--- config.mk ---
export PLATFORM = sky130hd
export DESIGN_NAME = prio_dispatch_dec
export DESIGN_NICKNAME = d
export VERILOG_FILES = /design/src/rtl/prio_dispatch_dec.sv
export SDC_FILE = /design/constraint.sdc
export NUM_CORES = 1
export LEC_CHECK = 0
export BUFFER_PORTS_ARGS = -buffer_cell sky130_fd_sc_hd__buf_2
export CORE_MARGIN = 10
export CORE_UTILIZATION = 45
export CTS_BUF_LIST = sky130_fd_sc_hd__clkbuf_8 sky130_fd_sc_hd__clkbuf_16
export DETAILED_ROUTE_END_ITERATION = 10
export GPL_TIMING_DRIVEN = 1
export PLACE_DENSITY = 0.66
export SYNTH_ARGS = -nofsm -noshare
export SYNTH_HDL_FRONTEND = slang
export SYNTH_SLANG_ARGS = --single-unit
--- constraint.sdc ---
create_clock -name clk -period 2.9 [get_ports clk]
set_clock_uncertainty 0.2 [all_clocks]
set_input_delay 0 -clock clk [delete_from_list [all_inputs] [get_ports clk]]
set_output_delay 0 -clock clk [all_outputs]
set_load 0.01 [all_outputs]
--- src/rtl/prio_dispatch_dec.sv ---
// prio_dispatch_dec: turns an encoded index into a held one-hot dispatch line.
// Latency: 1 cycle from accept to the line being driven; held until ack or timeout, then a dead gap.
// Backpressure: in_ready is high only while idle; codes offered during drive/gap are ignored.
// Ports: clk/rst (async active-high), in_code/in_valid/in_ready upstream handshake,
//        out_onehot/out_valid/out_ack downstream line, last_code, sticky timeout_err with err_clr.
module prio_dispatch_dec #(
  parameter int CODE_W     = 3,
  parameter int TIMEOUT    = 16,
  parameter int GAP_CYCLES = 1
) (
  input  logic                   clk,
  input  logic                   rst,
  input  logic [CODE_W-1:0]      in_code,
  input  logic                   in_valid,
  output logic                   in_ready,
  output logic [(1<<CODE_W)-1:0] out_onehot,
  output logic                   out_valid,
  input  logic                   out_ack,
  output logic [CODE_W-1:0]      last_code,
  output logic                   timeout_err,
  input  logic                   err_clr
);

  localparam int OUT_W = 1 << CODE_W;
  localparam int MAX_V = (TIMEOUT > GAP_CYCLES) ? TIMEOUT : GAP_CYCLES;
  localparam int CNT_W = ($clog2(MAX_V + 1) < 1) ? 1 : $clog2(MAX_V + 1);
  localparam logic [CNT_W-1:0] HOLD_LAST = CNT_W'((TIMEOUT > 0) ? TIMEOUT - 1 : 0);
  localparam logic [CNT_W-1:0] GAP_LAST  = CNT_W'((GAP_CYCLES > 0) ? GAP_CYCLES - 1 : 0);
  localparam logic [CNT_W-1:0] CNT_MAX   = '1;

  typedef enum logic [1:0] {
    IDLE  = 2'd0,
    DRIVE = 2'd1,
    GAP   = 2'd2
  } state_t;

  state_t             state_q, state_d;
  logic [OUT_W-1:0]   onehot_q, onehot_d;
  logic [CODE_W-1:0]  last_code_q, last_code_d;
  logic               err_q, err_d;
  logic [CNT_W-1:0]   hold_cnt_q, hold_cnt_d;
  logic [CNT_W-1:0]   gap_cnt_q, gap_cnt_d;
  logic               release_line;
  logic               timed_out;

  assign in_ready    = (state_q == IDLE);
  assign out_onehot  = onehot_q;
  assign out_valid   = |onehot_q;
  assign last_code   = last_code_q;
  assign timeout_err = err_q;

  // Timeout only matters when no ack arrives on the same edge; ack takes priority.
  assign timed_out    = (TIMEOUT > 0) && (hold_cnt_q == HOLD_LAST) && !out_ack;
  assign release_line = out_ack || timed_out;

  always_comb begin
    state_d     = state_q;
    onehot_d    = onehot_q;
    last_code_d = last_code_q;
    err_d       = err_q;
    hold_cnt_d  = hold_cnt_q;
    gap_cnt_d   = gap_cnt_q;

    // Clear first so a simultaneous timeout below overrides it.
    if (err_clr) begin
      err_d = 1'b0;
    end

    case (state_q)
      IDLE: begin
        if (in_valid) begin
          state_d     = DRIVE;
          onehot_d    = OUT_W'(1) << in_code;
          last_code_d = in_code;
          hold_cnt_d  = '0;
        end
      end

      DRIVE: begin
        if (release_line) begin
          onehot_d   = '0;
          hold_cnt_d = '0;
          if (timed_out) begin
            err_d = 1'b1;
          end
          if (GAP_CYCLES > 0) begin
            state_d   = GAP;
            gap_cnt_d = '0;
          end else begin
            state_d = IDLE;
          end
        end else if (hold_cnt_q != CNT_MAX) begin
          // Saturates only in the no-timeout configuration, where the hold is unbounded.
          hold_cnt_d = hold_cnt_q + 1'b1;
        end
      end

      GAP: begin
        if (gap_cnt_q == GAP_LAST) begin
          state_d   = IDLE;
          gap_cnt_d = '0;
        end else begin
          gap_cnt_d = gap_cnt_q + 1'b1;
        end
      end

      default: begin
        state_d  = IDLE;
        onehot_d = '0;
      end
    endcase
  end

  always_ff @(posedge clk or posedge rst) begin
    if (rst) begin
      state_q     <= IDLE;
      onehot_q    <= '0;
      last_code_q <= '0;
      err_q       <= 1'b0;
      hold_cnt_q  <= '0;
      gap_cnt_q   <= '0;
    end else begin
      state_q     <= state_d;
      onehot_q    <= onehot_d;
      last_code_q <= last_code_d;
      err_q       <= err_d;
      hold_cnt_q  <= hold_cnt_d;
      gap_cnt_q   <= gap_cnt_d;
    end
  end

endmodule

### Yosys cells after proc, flatten, opt, wreduce, memory -nomap -nowiden

Index checks and enable logic that the tools add are counted.
W data, S select, Z words.

* add/sub/neg operators: 2
* eq/ne operators: 8
* shifts and indexed selects: 1
* mux-type cells: 18
* bitwise gates (word level): 1
* reduce and logical (&&, ||, !) cells: 13

Operators with widths (number)
* $mux W5: 5
* $pmux W8 S3: 1
* $pmux W5 S2: 2
* $mux W8: 2
* $add A5 B1 Y5 const B: 2
* $reduce_and A3 Y1: 3
* $reduce_or A8 Y1: 1
* $shl A1 B3 Y8 const A: 1
* $mux W2: 3
* $ne A2 B2 Y1 const B: 3
* $pmux W2 S3: 1
* $eq A5 B4 Y1 const B: 1
* $logic_not A5 Y1: 1
* $ne A5 B5 Y1 const B: 1
* $mux W1: 4
* $reduce_and A2 Y1: 2
* $reduce_bool A2 Y1: 2
* $ne A3 B3 Y1 const B: 1
* $eq A2 B1 Y1 const B: 1
* $eq A2 B2 Y1 const B: 1
* $logic_not A2 Y1: 1
* $logic_and A1 B1 Y1: 1
* $logic_not A1 Y1: 1
* $logic_or A1 B1 Y1: 1
* $not A1 Y1: 1

* register bits after elaboration: 24

### Longest topological paths before layout

* word-level depth: 5
* depth in mapped cells: 7
* mapped depth without buffers: 6

### Least setup slack after synthesis

Ideal clock, no wire load.

* path kind: reg-to-reg
* start point: register hold_cnt_q[0]
* end point: register hold_cnt_q[3]
* library setup time: 0.080 ns
* arrival: 2.163 ns
* data required time: 2.620 ns
* path slack: 0.457 ns
* stages on the path, launching flop included: 7
* path buffers: 0
* path through: dfrtp_1 -> ha_1 -> and3_1 -> ha_1 -> or4b_4 -> or4_1 -> o211ai_2

* cells in the longest elaborated chain, start to end: 5
* elaborated cells between the ends (all ways): 10
* those cells by class: 1 x add/sub; 3 x eq/ne; 3 x mux; 3 x reduce/logical

RTL lines
* start: declaration: line 41 `logic [CNT_W-1:0] hold_cnt_q, hold_cnt_d;`
* start signal: assignment: line 127 `hold_cnt_q <= hold_cnt_d;`
* parallel branches: the longest is 5 deep, another holds $add A5 B1 Y5

Parallel ways; which one is timed is not known. The select of a mux whose other input is x is not followed.
A chain may end at the register's enable or synchronous reset.

### Final worst setup path

Same ends and word-level chain as after synthesis.

==> summary.md <==
| Metric | Value |
|---|---|
| Tightest Pin Transition | between 900 and 1000 ps |
| Worst R2R Setup Slack | ~320 ps |
| Ant diodes | 0 |
| Vias in the first global route | about 1000 |
| Total Wirelength | approximately 2600 um |
| Post-Syn Instances | 116 |
| Post-DP HPWL | around 1900 um |
| Hold path depth | 3 |
| Flop pwr share | 0.401 |
| DR pass1 iterations | 4 |
| Final Power | 1.24 mW |
| Design internal power | 0.811 mW |
| TritonCTS clock tree | yes |
| 1st-iter DRT viols | 49 |
| Mean Syn Cell Area | 10.7 um^2 |
| Synth Cell Area | approximately 1200 um^2 |
| Hold WC Path Type | primary input to flop |
| Comb power frac | 0.359 |
| Warnings, synthesis | 0 |
| Fin. max-slew vios | 0 |
| Worst Hold End | state_q[0]$_DFFE_PP0P_ |
| Status | finished clean |
| Nets | between 150 and 200 |
| Global-route wire length before repair | about 4600 um |
| CP Capture Type | flop |
| Global routing usage on met2 | 0.157 |
| Total Routing Usage GR | 0.106 |
| Peak VDD IR | about 500 uV |
| Die W | 72.6 um |
| Slew headroom | 0.392 |
| Number of buffers inserted by port buffering | 21 |
| Largest net degree at the start of global routing | 25 |
| Cells on worst reg2reg path | 6 |
| Max cap viols | 0 |
| GPL Wtd Cong | 0.801 |
| Clk_lat worst skew | 270 ps |
| GRT busiest layer | met2 |
| Min Hold Slack | a little over 30 ps |
| Placed cells | 164 |
| Critical path class | flop to flop |
| Reg clk slew, reported paths | roughly 90 ps |
| Setup TNS Final | 0 ps |
| Crit-path max FO | 6 |
| Die Footprint | around 5300 um^2 |
| Reg-to-reg endpoint | hold_cnt_q[3]$_DFFE_PP0P_ |
| Most frequent cells in the layout | dfrtp_1, buf_2, mux2_2 |
| Critical path data arrival time | approximately 2600 ps |
| Crit path launch type | flop |
| Number of synthesized register bits | 24 |
| Non-filler instance count after layout | between 150 and 200 |
| Fmax | ~0.39 GHz |
| Gr ovfl total | 0 |
| Initial antenna violation count | 0 |
| Distinct cells, synth | 39 |
| Resized Gates After CTS | 0 |
| Vias/cell | 5.43 |
| RSZ-0062 raised after global routing | no |
| Crit path from | hold_cnt_q[0]$_DFFE_PP0P_ |
| Req. time, crit path | ~2900 ps |
| PwrDens | 820 nW/um^2 |
| Area Growth Syn to Fin | 21.5% |
| Initial cell density of the core | 0.460 |
| Final Hold Vio Count | 0 |
| Fin crit share | 0.891 |
| Die height | slightly above 70 um |
| Sequential fraction of the synthesis area | 0.482 |
| Hold path startpoint | in_valid |
| Part of the power in the clock network | 0.240 |
| Syn nets | roughly 130 |
| Clock buffer count from CTS | 3 |
| Commonest non-fill, non-tap cell in the layout | dfrtp_1 |
| Util after Layout | 0.559 |
| R2R Path Start | hold_cnt_q[0]$_DFFE_PP0P_ |
| Met1 Usage GRT | 0.135 |
| Number of remaining DRC errors | 0 |
| P_leak | between 0.7 and 0.8 nW |
| # H-tree levels | 1 |
| Clock Tree Buf Depth | 2 |
| Sw frac | 0.346 |
| FP Rows | 19 |
| NetSw | 0.430 mW |
| Setup violators final | 0 |
| CTS Sinks | 24 |
| Routed Antenna Nets | 0 |
| DR vias | between 900 and 1000 |
| Core area | between 2000 and 3000 um^2 |
| CTS root buf | clkbuf_8 |
| Met3 Use GR | 0.0340 |
| Post-layout minimum cycle time | around 2600 ps |
| Routed WL per cell | approximately 15 um |
| Layout cells sized above 1 | 0.285 |
| I/O pin count | 22 |
cells in the mapped netlist:
cell / number / area share
or4_1: 1 / 0.0060
o21bai_1: 1 / 0.0060
dfrtp_1: 24 / 0.48
clkbuf_1: 2 / 0.0060
o22ai_1: 1 / 0.0050
nor3_1: 3 / 0.012
o211ai_2: 1 / 0.010
o32ai_1: 1 / 0.0070
inv_1: 8 / 0.024
o21ai_1: 1 / 0.0040
nor4_1: 3 / 0.015
nand2_1: 5 / 0.015
or3b_1: 1 / 0.0070
xor2_1: 1 / 0.0070
o21ai_0: 5 / 0.020
ha_1: 5 / 0.050
o2bb2ai_1: 1 / 0.0070
o31ai_1: 2 / 0.012
and3_1: 2 / 0.010
nor2_1: 8 / 0.024
mux2_2: 11 / 0.099
or4b_4: 1 / 0.011
a211oi_1: 1 / 0.0060
or3_1: 2 / 0.010
nand2b_1: 5 / 0.025
buf_2: 1 / 0.0040
nand3_1: 4 / 0.016
o21a_1: 1 / 0.0060
clkbuf_2: 1 / 0.0040
or3b_2: 1 / 0.0070
nor2b_1: 1 / 0.0050
a21o_1: 1 / 0.0060
a22o_1: 1 / 0.0070
a211o_1: 2 / 0.014
nand2_2: 1 / 0.0050
and4bb_2: 1 / 0.010
o41ai_1: 1 / 0.0070
nor4b_1: 3 / 0.021
nor3b_1: 1 / 0.0060
state kept, by name, indices dropped and copies added, names as in the netlist:
| register | cells |
|---|---|
| timeout_err | 1 |
| state_q | 2 |
| hold_cnt_q | 5 |
| last_code | 3 |
| gap_cnt_q | 5 |
| out_onehot | 8 |
repair_timing:
action / 4_1_cts / 5_1_grt
hold buffers: 7 / 0
setup buffers: 0 / 0
endpoints found under the hold margin: 35 / 0
cell type report:
| cell class | instances | area (um^2) |
|---|---|---|
| fill | 250 | 1200 |
| inverter | 8 | 30.0 |
| sequential | 24 | 601 |
| clock inverter | 1 | 30.0 |
| multi-input combinational | 80 | 598 |
| timing repair buffer | 28 | 175 |
| clock buffer | 3 | 41.3 |
| tap | 31 | 38.8 |
how the worst max path moves through the flow:
stage	endpoint
floorplan	hold_cnt_q[3]$_DFFE_PP0P_
global placement	hold_cnt_q[3]$_DFFE_PP0P_
detailed placement	hold_cnt_q[3]$_DFFE_PP0P_
CTS	hold_cnt_q[3]$_DFFE_PP0P_
global route	hold_cnt_q[3]$_DFFE_PP0P_
finish	hold_cnt_q[3]$_DFFE_PP0P_
metal layers:
metal	part of all wire	routed length, um
met3	0.059	152
met2	0.46	1190
met5	0	0
met4	0.017	43
met1	0.47	1210
through the flow:
stage / instance area [um^2] / worst slack, ps
finish: 1510 / 316
floorplan: 1250 / 457
CTS: 1510 / 321
global route: 1510 / 172
detailed placement: 1370 / 343
global placement: 1370 / 405
cell families after synthesis:
| kind of cell | synth area share |
|---|---|
| mux | 0.0994 |
| compound gates | 0.117 |
| fa+ha+maj | 0.0502 |
| xor+xnor | 0.00703 |
| buf+inv | 0.0381 |
| flops | 0.482 |
| simple gates | 0.206 |
critical path: stages (launching register included):
cell and delay (ps):
dfrtp_1 420, ha_1 230, and3_1 210, ha_1 260
or4b_4 560, or4_1 500, o211ai_2 140
power by group through the flow:
stage / clock network [mW] / logic, mW / registers [mW]
floorplan: 0 / 0.306 / 0.496
global placement: 0 / 0.444 / 0.499
detailed placement: 0 / 0.446 / 0.504
CTS: 0.306 / 0.456 / 0.498
global route: 0.319 / 0.501 / 0.516
finish: 0.297 / 0.446 / 0.498
(Power assumes the default switching activity.)
